$ cat src/rtl/aes_pkg.sv
// Shared AES datapath types, the GF(2^8) xtime primitive and column helpers.
package aes_pkg;

    localparam int unsigned STATE_W  = 128;
    localparam int unsigned COL_W    = 32;
    localparam int unsigned NUM_COLS = 4;
    localparam logic [7:0]  AES_POLY = 8'h1B;

    typedef logic [STATE_W-1:0] state_t;
    typedef logic [COL_W-1:0]   col_t;

    typedef enum logic [1:0] {
        IDLE = 2'd0,
        RUN  = 2'd1,
        DONE = 2'd2
    } mc_state_e;

    // Multiply by 2 in GF(2^8), reducing by the AES polynomial.
    function automatic logic [7:0] xtime(input logic [7:0] b);
        return {b[6:0], 1'b0} ^ (b[7] ? AES_POLY : 8'h00);
    endfunction

    // Column c lives at [127-32c -: 32].
    function automatic col_t get_col(input state_t s, input logic [1:0] idx);
        col_t c;
        case (idx)
            2'd0: c = s[127:96];
            2'd1: c = s[95:64];
            2'd2: c = s[63:32];
            2'd3: c = s[31:0];
        endcase
        return c;
    endfunction

    function automatic state_t set_col(input state_t s, input logic [1:0] idx, input col_t c);
        state_t r;
        r = s;
        case (idx)
            2'd0: r[127:96] = c;
            2'd1: r[95:64]  = c;
            2'd2: r[63:32]  = c;
            2'd3: r[31:0]   = c;
        endcase
        return r;
    endfunction

endpackage

$ cat src/rtl/mix_columns_seq_if.sv
// Handshake bundle for mix_columns_seq; the inv select exists only
// when MIX_COLUMNS_INV_EN is defined.
interface mix_columns_seq_if;

    logic            in_valid;
    logic            in_ready;
    aes_pkg::state_t in_state;
    logic            out_valid;
    logic            out_ready;
    aes_pkg::state_t out_state;
    logic            busy;
`ifdef MIX_COLUMNS_INV_EN
    logic            inv;

    modport master (
        output in_valid, in_state, out_ready, inv,
        input  in_ready, out_valid, out_state, busy
    );

    modport slave (
        input  in_valid, in_state, out_ready, inv,
        output in_ready, out_valid, out_state, busy
    );
`else
    modport master (
        output in_valid, in_state, out_ready,
        input  in_ready, out_valid, out_state, busy
    );

    modport slave (
        input  in_valid, in_state, out_ready,
        output in_ready, out_valid, out_state, busy
    );
`endif

endinterface

$ cat src/rtl/mix_column_unit.sv
// Combinational MixColumns on one 32-bit column (a0 in [31:24]).
// With MIX_COLUMNS_INV_EN defined, i_inv selects InvMixColumns.
module mix_column_unit
    import aes_pkg::*;
(
`ifdef MIX_COLUMNS_INV_EN
    input  logic i_inv,
`endif
    input  col_t i_col,
    output col_t o_col_c
);

    logic [7:0] w_a0, w_a1, w_a2, w_a3;
    col_t       w_fwd;

    function automatic logic [7:0] mul3(input logic [7:0] x);
        return xtime(x) ^ x;
    endfunction

    assign {w_a0, w_a1, w_a2, w_a3} = i_col;

    assign w_fwd = {
        xtime(w_a0) ^ mul3(w_a1)  ^ w_a2        ^ w_a3,
        w_a0        ^ xtime(w_a1) ^ mul3(w_a2)  ^ w_a3,
        w_a0        ^ w_a1        ^ xtime(w_a2) ^ mul3(w_a3),
        mul3(w_a0)  ^ w_a1        ^ w_a2        ^ xtime(w_a3)
    };

`ifdef MIX_COLUMNS_INV_EN
    col_t w_inv;

    // Inverse coefficients from chained xtime: 4x, 8x, then XOR combinations.
    function automatic logic [7:0] mul9(input logic [7:0] x);
        return xtime(xtime(xtime(x))) ^ x;
    endfunction

    function automatic logic [7:0] mulb(input logic [7:0] x);
        return xtime(xtime(xtime(x))) ^ xtime(x) ^ x;
    endfunction

    function automatic logic [7:0] muld(input logic [7:0] x);
        return xtime(xtime(xtime(x))) ^ xtime(xtime(x)) ^ x;
    endfunction

    function automatic logic [7:0] mule(input logic [7:0] x);
        return xtime(xtime(xtime(x))) ^ xtime(xtime(x)) ^ xtime(x);
    endfunction

    assign w_inv = {
        mule(w_a0) ^ mulb(w_a1) ^ muld(w_a2) ^ mul9(w_a3),
        mul9(w_a0) ^ mule(w_a1) ^ mulb(w_a2) ^ muld(w_a3),
        muld(w_a0) ^ mul9(w_a1) ^ mule(w_a2) ^ mulb(w_a3),
        mulb(w_a0) ^ muld(w_a1) ^ mul9(w_a2) ^ mule(w_a3)
    };

    assign o_col_c = i_inv ? w_inv : w_fwd;
`else
    assign o_col_c = w_fwd;
`endif

endmodule

$ cat src/rtl/mix_columns_seq.sv
// Sequential AES MixColumns: COLS_PER_CYCLE columns per clock, one state in flight.
// Optional MIX_COLUMNS_INV_EN adds a per-transaction inverse-transform select.
module mix_columns_seq
    import aes_pkg::*;
#(
    parameter int unsigned COLS_PER_CYCLE = 1
) (
    input logic              clk,
    input logic              rst,
    mix_columns_seq_if.slave bus
);

    localparam int unsigned     CNT_W    = 2;
    localparam logic [CNT_W-1:0] LAST_GRP = CNT_W'(NUM_COLS - COLS_PER_CYCLE);
    localparam logic [CNT_W-1:0] CNT_STEP = CNT_W'(COLS_PER_CYCLE);

    mc_state_e        r_state;
    mc_state_e        w_state_nxt;
    logic [CNT_W-1:0] r_cnt;
    logic [CNT_W-1:0] w_cnt_nxt;
    state_t           r_src;
    state_t           r_res;
    state_t           w_res_nxt;
    logic             r_out_valid;
    logic             w_out_valid_nxt;
    logic             w_load;
    logic             r_inv;

    col_t w_col_in  [COLS_PER_CYCLE];
    col_t w_col_out [COLS_PER_CYCLE];

    // One column unit per lane; lane g handles column r_cnt+g.
    for (genvar g = 0; g < COLS_PER_CYCLE; g++) begin : g_lane
        logic [CNT_W-1:0] w_idx;

        assign w_idx       = r_cnt + CNT_W'(g);
        assign w_col_in[g] = get_col(r_src, w_idx);

`ifdef MIX_COLUMNS_INV_EN
        mix_column_unit u_unit (
            .i_inv   (r_inv),
            .i_col   (w_col_in[g]),
            .o_col_c (w_col_out[g])
        );
`else
        mix_column_unit u_unit (
            .i_col   (w_col_in[g]),
            .o_col_c (w_col_out[g])
        );
`endif
    end

    // State register.
    always_ff @(posedge clk) begin
        if (rst) begin
            r_state <= IDLE;
        end else begin
            r_state <= w_state_nxt;
        end
    end

    // Next-state and datapath update selection.
    always_comb begin
        w_state_nxt     = r_state;
        w_cnt_nxt       = r_cnt;
        w_res_nxt       = r_res;
        w_out_valid_nxt = r_out_valid;
        w_load          = 1'b0;

        case (r_state)
            IDLE: begin
                if (bus.in_valid) begin
                    w_load      = 1'b1;
                    w_cnt_nxt   = '0;
                    w_state_nxt = RUN;
                end
            end
            RUN: begin
                for (int g = 0; g < COLS_PER_CYCLE; g++) begin
                    w_res_nxt = set_col(w_res_nxt, r_cnt + CNT_W'(g), w_col_out[g]);
                end
                if (r_cnt == LAST_GRP) begin
                    w_state_nxt     = DONE;
                    w_out_valid_nxt = 1'b1;
                end else begin
                    w_cnt_nxt = r_cnt + CNT_STEP;
                end
            end
            DONE: begin
                if (bus.out_ready) begin
                    w_out_valid_nxt = 1'b0;
                    w_state_nxt     = IDLE;
                end
            end
            default: begin
                w_state_nxt = IDLE;
            end
        endcase
    end

    // Datapath registers; the source is captured only at the input handshake.
    always_ff @(posedge clk) begin
        if (rst) begin
            r_cnt       <= '0;
            r_src       <= '0;
            r_res       <= '0;
            r_out_valid <= 1'b0;
            r_inv       <= 1'b0;
        end else begin
            r_cnt       <= w_cnt_nxt;
            r_res       <= w_res_nxt;
            r_out_valid <= w_out_valid_nxt;
            if (w_load) begin
                r_src <= bus.in_state;
`ifdef MIX_COLUMNS_INV_EN
                r_inv <= bus.inv;
`endif
            end
        end
    end

    assign bus.in_ready  = (r_state == IDLE);
    assign bus.busy      = (r_state != IDLE);
    assign bus.out_valid = r_out_valid;
    assign bus.out_state = r_res;

endmodule

$ cat src/flat_wrapper.sv
// flat-port wrapper written by rule: the top's interface ports become plain ports
module mix_columns_seq_flat import aes_pkg::*;
#(
    parameter int unsigned COLS_PER_CYCLE = 1
)
  (clk, rst, bus_in_valid, bus_in_state, bus_out_ready, bus_in_ready, bus_out_valid, bus_out_state, bus_busy);
  mix_columns_seq_if bus_i ();
  input logic clk;
  input logic rst;
  input wire logic [$bits(bus_i.in_valid)-1:0] bus_in_valid;
  input wire logic [$bits(bus_i.in_state)-1:0] bus_in_state;
  input wire logic [$bits(bus_i.out_ready)-1:0] bus_out_ready;
  output wire logic [$bits(bus_i.in_ready)-1:0] bus_in_ready;
  output wire logic [$bits(bus_i.out_valid)-1:0] bus_out_valid;
  output wire logic [$bits(bus_i.out_state)-1:0] bus_out_state;
  output wire logic [$bits(bus_i.busy)-1:0] bus_busy;
  assign bus_i.in_valid = bus_in_valid;
  assign bus_i.in_state = bus_in_state;
  assign bus_i.out_ready = bus_out_ready;
  assign bus_in_ready = bus_i.in_ready;
  assign bus_out_valid = bus_i.out_valid;
  assign bus_out_state = bus_i.out_state;
  assign bus_busy = bus_i.busy;
  mix_columns_seq #(.COLS_PER_CYCLE(COLS_PER_CYCLE)) u_core (.clk(clk), .rst(rst), .bus(bus_i));
endmodule
$ cat config.mk
export PLATFORM = sky130hd
export DESIGN_NAME = mix_columns_seq_flat
export DESIGN_NICKNAME = d
export VERILOG_FILES = /design/src/rtl/aes_pkg.sv /design/src/rtl/mix_columns_seq_if.sv /design/src/rtl/mix_column_unit.sv /design/src/rtl/mix_columns_seq.sv /design/src/flat_wrapper.sv
export SDC_FILE = /design/constraint.sdc
export NUM_CORES = 1
export LEC_CHECK = 0
export ABC_AREA = 0
export ABC_CLOCK_PERIOD_IN_PS = 3200
export BUFFER_PORTS_ARGS = -buffer_cell sky130_fd_sc_hd__buf_2
export CAP_MARGIN = 20
export CORE_ASPECT_RATIO = 0.5
export CORE_MARGIN = 2
export CORE_UTILIZATION = 54
export DETAILED_ROUTE_END_ITERATION = 10
export GPL_ROUTABILITY_DRIVEN = 0
export MAX_ROUTING_LAYER = met4
export PLACE_DENSITY = 0.78
export SETUP_SLACK_MARGIN = 0.15
export SLEW_MARGIN = 20
export SYNTH_ARGS = -nofsm -noshare
export SYNTH_HDL_FRONTEND = slang
export SYNTH_SLANG_ARGS = --single-unit
$ cat constraint.sdc
create_clock -name clk -period 3.2 [get_ports clk]
set_clock_uncertainty 0.1 [all_clocks]
set_input_delay 0.16 -clock clk [delete_from_list [all_inputs] [get_ports clk]]
set_output_delay 0.16 -clock clk [all_outputs]
set_load 0.02 [all_outputs]
Word-level counts from Yosys, hierarchy flattened
Index checks and enable logic that the tools add are counted.
Cells by class
  muxes and demuxes: 17
  add/subtract/negate cells: 1
  bitwise gates (word level): 20
  equal/unequal tests: 9
  reductions and logical operators: 12
Operator list (count)
  $xor A8 B8 Y8: 17
  $pmux W32 S4: 1
  $xor A8 B5 Y8: 3
  $mux W5: 4
  $mux W2: 5
  $reduce_and A3 Y1: 3
  $reduce_and A2 Y1: 4
  $eq A2 B2 Y1 const B: 3
  $ne A2 B2 Y1 const B: 3
  $pmux W2 S3: 1
  $reduce_bool A2 Y1: 3
  $eq A2 B1 Y1 const B: 2
  $logic_not A2 Y1: 2
  $mux W1: 4
  $pmux W2 S2: 1
  $add A2 B1 Y2 const B: 1
  $ne A2 B1 Y1 const B: 1
  $pmux W1 S2: 1
Word-level totals
  word-level logic and storage cells: 67
  output and inout bits: 131
  bits of input ports: 132
  register bits: 261

Longest topological paths before layout
  depth after elaboration: 8
  depth in mapped cells: 10
  depth with buffers taken out: 8

Cells and area by module
Synthesis repeated with hierarchy kept, for this count alone.
Unflattened totals
  cell total of the unflattened synthesis: 1344
  area, all modules: 11412.2 um^2
Modules (own cells, without submodules)
  mix_columns_seq: area an instance 10074.7 um^2, cells an instance 1263, seq. area each 5225.0 um^2, instances 1
  mix_column_unit: area an instance 1337.5 um^2, cells an instance 81, seq. area each 0.0 um^2, instances 1

Least setup slack after synthesis
No wires, ideal clock.
  path type: register to register
  from: reg u_core.r_cnt[1]
  to: reg u_core.r_res[88] (netlist: u_core.bus.out_state[88])
  data arrival time: 2571 ps
  path buffers: 2
  slack: 397 ps
  cell stages (with the launch flop): 11
  library setup time: 132 ps
  data required time: 2968 ps
  clock period less this slack: 2803 ps
  cells stage by stage: dfxtp_1 inv_1 ha_1 buf_6 clkbuf_1 a222oi_1 xnor2_1 o21ai_2 xnor3_1 nand2_1 a21oi_1
On the way
  cells in the longest elaborated chain, start to end: 8
  elaborated cells on any way between the ends: 14
  those cells by class: eq/ne (3); mux (3); bitwise (6); reduce/logical (2)
Ends and longest elaborated chain
  from (decl): line mix_columns_seq.sv:19  | logic [CNT_W-1:0] r_cnt;
  from (signal assigned): line mix_columns_seq.sv:110  | r_cnt <= w_cnt_nxt;
  $eq A2 B2 Y1 (tied with other cells): line aes_pkg.sv:26  | case (idx)
  $pmux W32 S4: line aes_pkg.sv:26
  $mux W5: line aes_pkg.sv:20  | return {b[6:0], 1'b0} ^ (b[7] ? AES_POLY : 8'h00);
  $xor A8 B5 Y8: line aes_pkg.sv:20
  $xor A8 B8 Y8: line mix_column_unit.sv:17  | return xtime(x) ^ x;
  $xor A8 B8 Y8 (3 in series): line mix_column_unit.sv:23  | xtime(w_a0) ^ mul3(w_a1) ^ w_a2 ^ w_a3,
  to (signal assigned): line mix_columns_seq.sv:111  | r_res <= w_res_nxt;
  to (decl): line mix_columns_seq.sv:22  | state_t r_res;
Parallel ways exist; a longest one is shown, timed or not.
A chain may end at the register's enable or synchronous reset.

Final worst setup path
Ends and elaborated chain as after synthesis.

==> impl_metrics.ini <==
[run_status]
status = finished clean

[sta]
finalCritPeriodShare_pct = 92.3
fin_ws_ns = 0.246
max_slew_margin_pct = 53.7
layout_min_cycle_time_ns = 2.95
hold_violations = 0
worst_pin_slew_ns = 0.695
rsz0062_at_grt = false
finalSetupViolCount = 0
finalSetupTns_ns = 0
finalMaxSlewViolations = 0
max_freq_mhz = 339

[synth]
synth_top_area_cell = dfxtp_1
synth_area_per_cell_um2 = 8.30
syn_inst = 1354
synthFlopType = dfxtp_1
syn_nets = 1491
synth_top_area_share_pct = 46.5
synth-edff-count = 0
synth_common_cells = nand2_1, dfxtp_1, a21oi_1
synth_area_mm2 = 0.0112
synthTopCellsByArea = dfxtp_1, nand2_1, xnor2_1, a21oi_1, xor2_1
ys_seq_area_share_pct = 46.5
yosysMostFrequentCell = nand2_1
ys_types = 31
async_reset_ff_share_pct = 0
ys_warn_count = 0
synth.ff_latch_count = 261

[global_routing]
gr-total-overflow = 0
grt_max_degree = 96
grt_pass1_wl_um = 57600
first_global_vias = 10800
grt_usage_pct = 33.7
antenna_found_initial = 0

[floorplanning]
row_count = 37
io_pins = 263
die_area_mm2 = 0.0221
die_h_um = 106
start_util_pct = 54.9
coreArea_mm2 = 0.0205
die_w_um = 208

[setup_path]
cp_max_fo = 17
path_delay_family = compound AO/OA/AOI/OAI gates
critPathKind = flip-flop to flip-flop
crit_buf_inv = 3
cpMaxStageDelayCell = xnor3_1
cp-end-kind = flip-flop
cp.required_ns = 3.49
arrival_ns = 3.24
path_cells = inv_1 > ha_1 > buf_4 > a222oi_1 > buf_4 > xor2_1 > a21oi_1 > xnor3_1 > nand2_1 > a21oi_1
startpoint_type = flip-flop
slowest_delay_ns = 0.50

[worst_hold_path]
hold_class = input pin to flip-flop

[power]
p_leak_nw = 6.36
power.density_mw_per_mm2 = 535
ir_worst_vdd_v = 0.000369

[detailed_routing]
avgViaCountPerCell = 5.68
wire_per_inst_um = 18.9
dr.pass1.iters = 10
routed_wl_um = 38200
via_count = 11500
drc = 0
antenna_left = 0
drt_first_iter_violations = 1472

[final_layout]
antenna_cells = 0
layout-drive-gt1-share_pct = 22.3
fin_area_mm2 = 0.0152
syn2layout_area_growth_pct = 35.2
num-nets-final = 1870

[placement]
dpl_cell_area_mm2 = 0.0130
post-place-ws_ns = 0.0933
place_hpwl_um = 25700
numPortBuffers = 262

[cts]
cts_tree = built
htreeDepth = 1
cts_root_buffer = clkbuf_16
cts_made_buffers = 23
clkTransAtPathRegs_ns = 0.07
numClockSinks = 261
clockBufferDepth = 3
clock_latency_ns = 0.53

[job]
maxCapViolCount = 0
[stage by stage]
| stage | power [mW] | std cells | utilization (%) | hold WS [ns] |
|---|---|---|---|---|
| 2_1_floorplan | 4.59 | 1354 | - | 0.196 |
| 3_3_place_gp | 5.15 | 1848 | 63.6 | 0.304 |
| 3_5_place_dp | 5.20 | 1848 | 63.6 | 0.309 |
| 4_1_cts | 8.01 | 2016 | 73.5 | 0.0227 |
| 5_1_grt | 8.40 | 2019 | 74.3 | 0.0613 |
| 6_report | 8.13 | 2019 | 74.3 | 0.0407 |
[routing by layer]
metal | wire, um | track usage, % | vias to the layer above
met1 | 16000 | 45.0 | 5347
met2 | 17100 | 52.0 | 675
met3 | 3830 | 6.79 | 118
li1 | - | - | 5336
met5 | 0 | - | -
met4 | 1250 | 10.4 | 0
[registers in the layout (all words and copies together) (netlist names)]
name                  flops
u_core.r_src            128
u_core.bus.out_valid      1
u_core.r_state            2
u_core.r_cnt              2
u_core.bus.out_state    128
[placed cells by master (no fill, tap or decap), types with 5 or more instances in the layout]
cell type | synthesis | routed
nand3_1 | 14 | 14
xor2_1 | 61 | 56
nand2b_1 | 5 | 5
nand3b_1 | 16 | 16
clkbuf_16 | 0 | 23
a211oi_1 | 71 | 71
dfxtp_1 | 261 | 261
buf_4 | 0 | 62
clkbuf_1 | 90 | 5
a222oi_1 | 32 | 32
nor2_1 | 103 | 103
o21ai_1 | 2 | 8
a21oi_1 | 153 | 151
clkbuf_8 | 0 | 5
a22o_1 | 20 | 20
xor2_2 | 1 | 6
o21ai_0 | 54 | 48
nand2_1 | 327 | 326
xnor2_1 | 98 | 87
xnor2_2 | 0 | 11
buf_2 | 4 | 261
or3_1 | 7 | 7
dlygate4sd3_1 | 0 | 129
[final timing paths]
path	cells past startpoint	to	slack, ns	start
setup / recovery	10	u_core.bus.out_state[88]	0.25	u_core.r_cnt[1]
hold / removal	2	u_core.bus.out_state[74]	0.04	rst
setup reg to reg	10	u_core.bus.out_state[88]	0.25	u_core.r_cnt[1]
hold reg to reg	2	u_core.bus.out_state[94]	0.35	u_core.bus.out_state[94]
[area by class of cell]
type / instances / area (um^2)
Clock buffer: 33 / 663
Clock inverter: 5 / 56.3
Fill cell: 1451 / 5270
Inverter: 4 / 15.0
Multi-Input combinational cell: 987 / 5760
Sequential cell: 261 / 5230
Tap cell: 273 / 342
Timing Repair Buffer: 456 / 3130
[report_power, final]
group / switching [mW] / internal (mW)
registers: 0.140 / 3.42
clock network: 1.23 / 1.52
logic: 1.09 / 0.731
[cells by family after synthesis]
| logic type | after synthesis | synth area share (%) |
|---|---|---|
| buffers and inverters | 106 | 3.65 |
| DFF | 261 | 46.5 |
| AOI/OAI and AO/OA | 335 | 18.7 |
| xor gates and xnor gates | 162 | 12.9 |
| and+or+nand+nor | 479 | 17.1 |
| adders and majority gates | 5 | 0.557 |
| muxes | 6 | 0.568 |
[what timing repair did]
| item | CTS | global route |
|---|---|---|
| setup endpoints to repair | 7 | 84 |
| buffers inserted | 1 | 3 |
| pin swaps | 1 | 4 |
| hold endpoints to repair | 130 | 0 |
| gates resized for setup | 1 | 25 |
| hold buffers | 129 | 0 |
(Power assumes the default switching activity.)
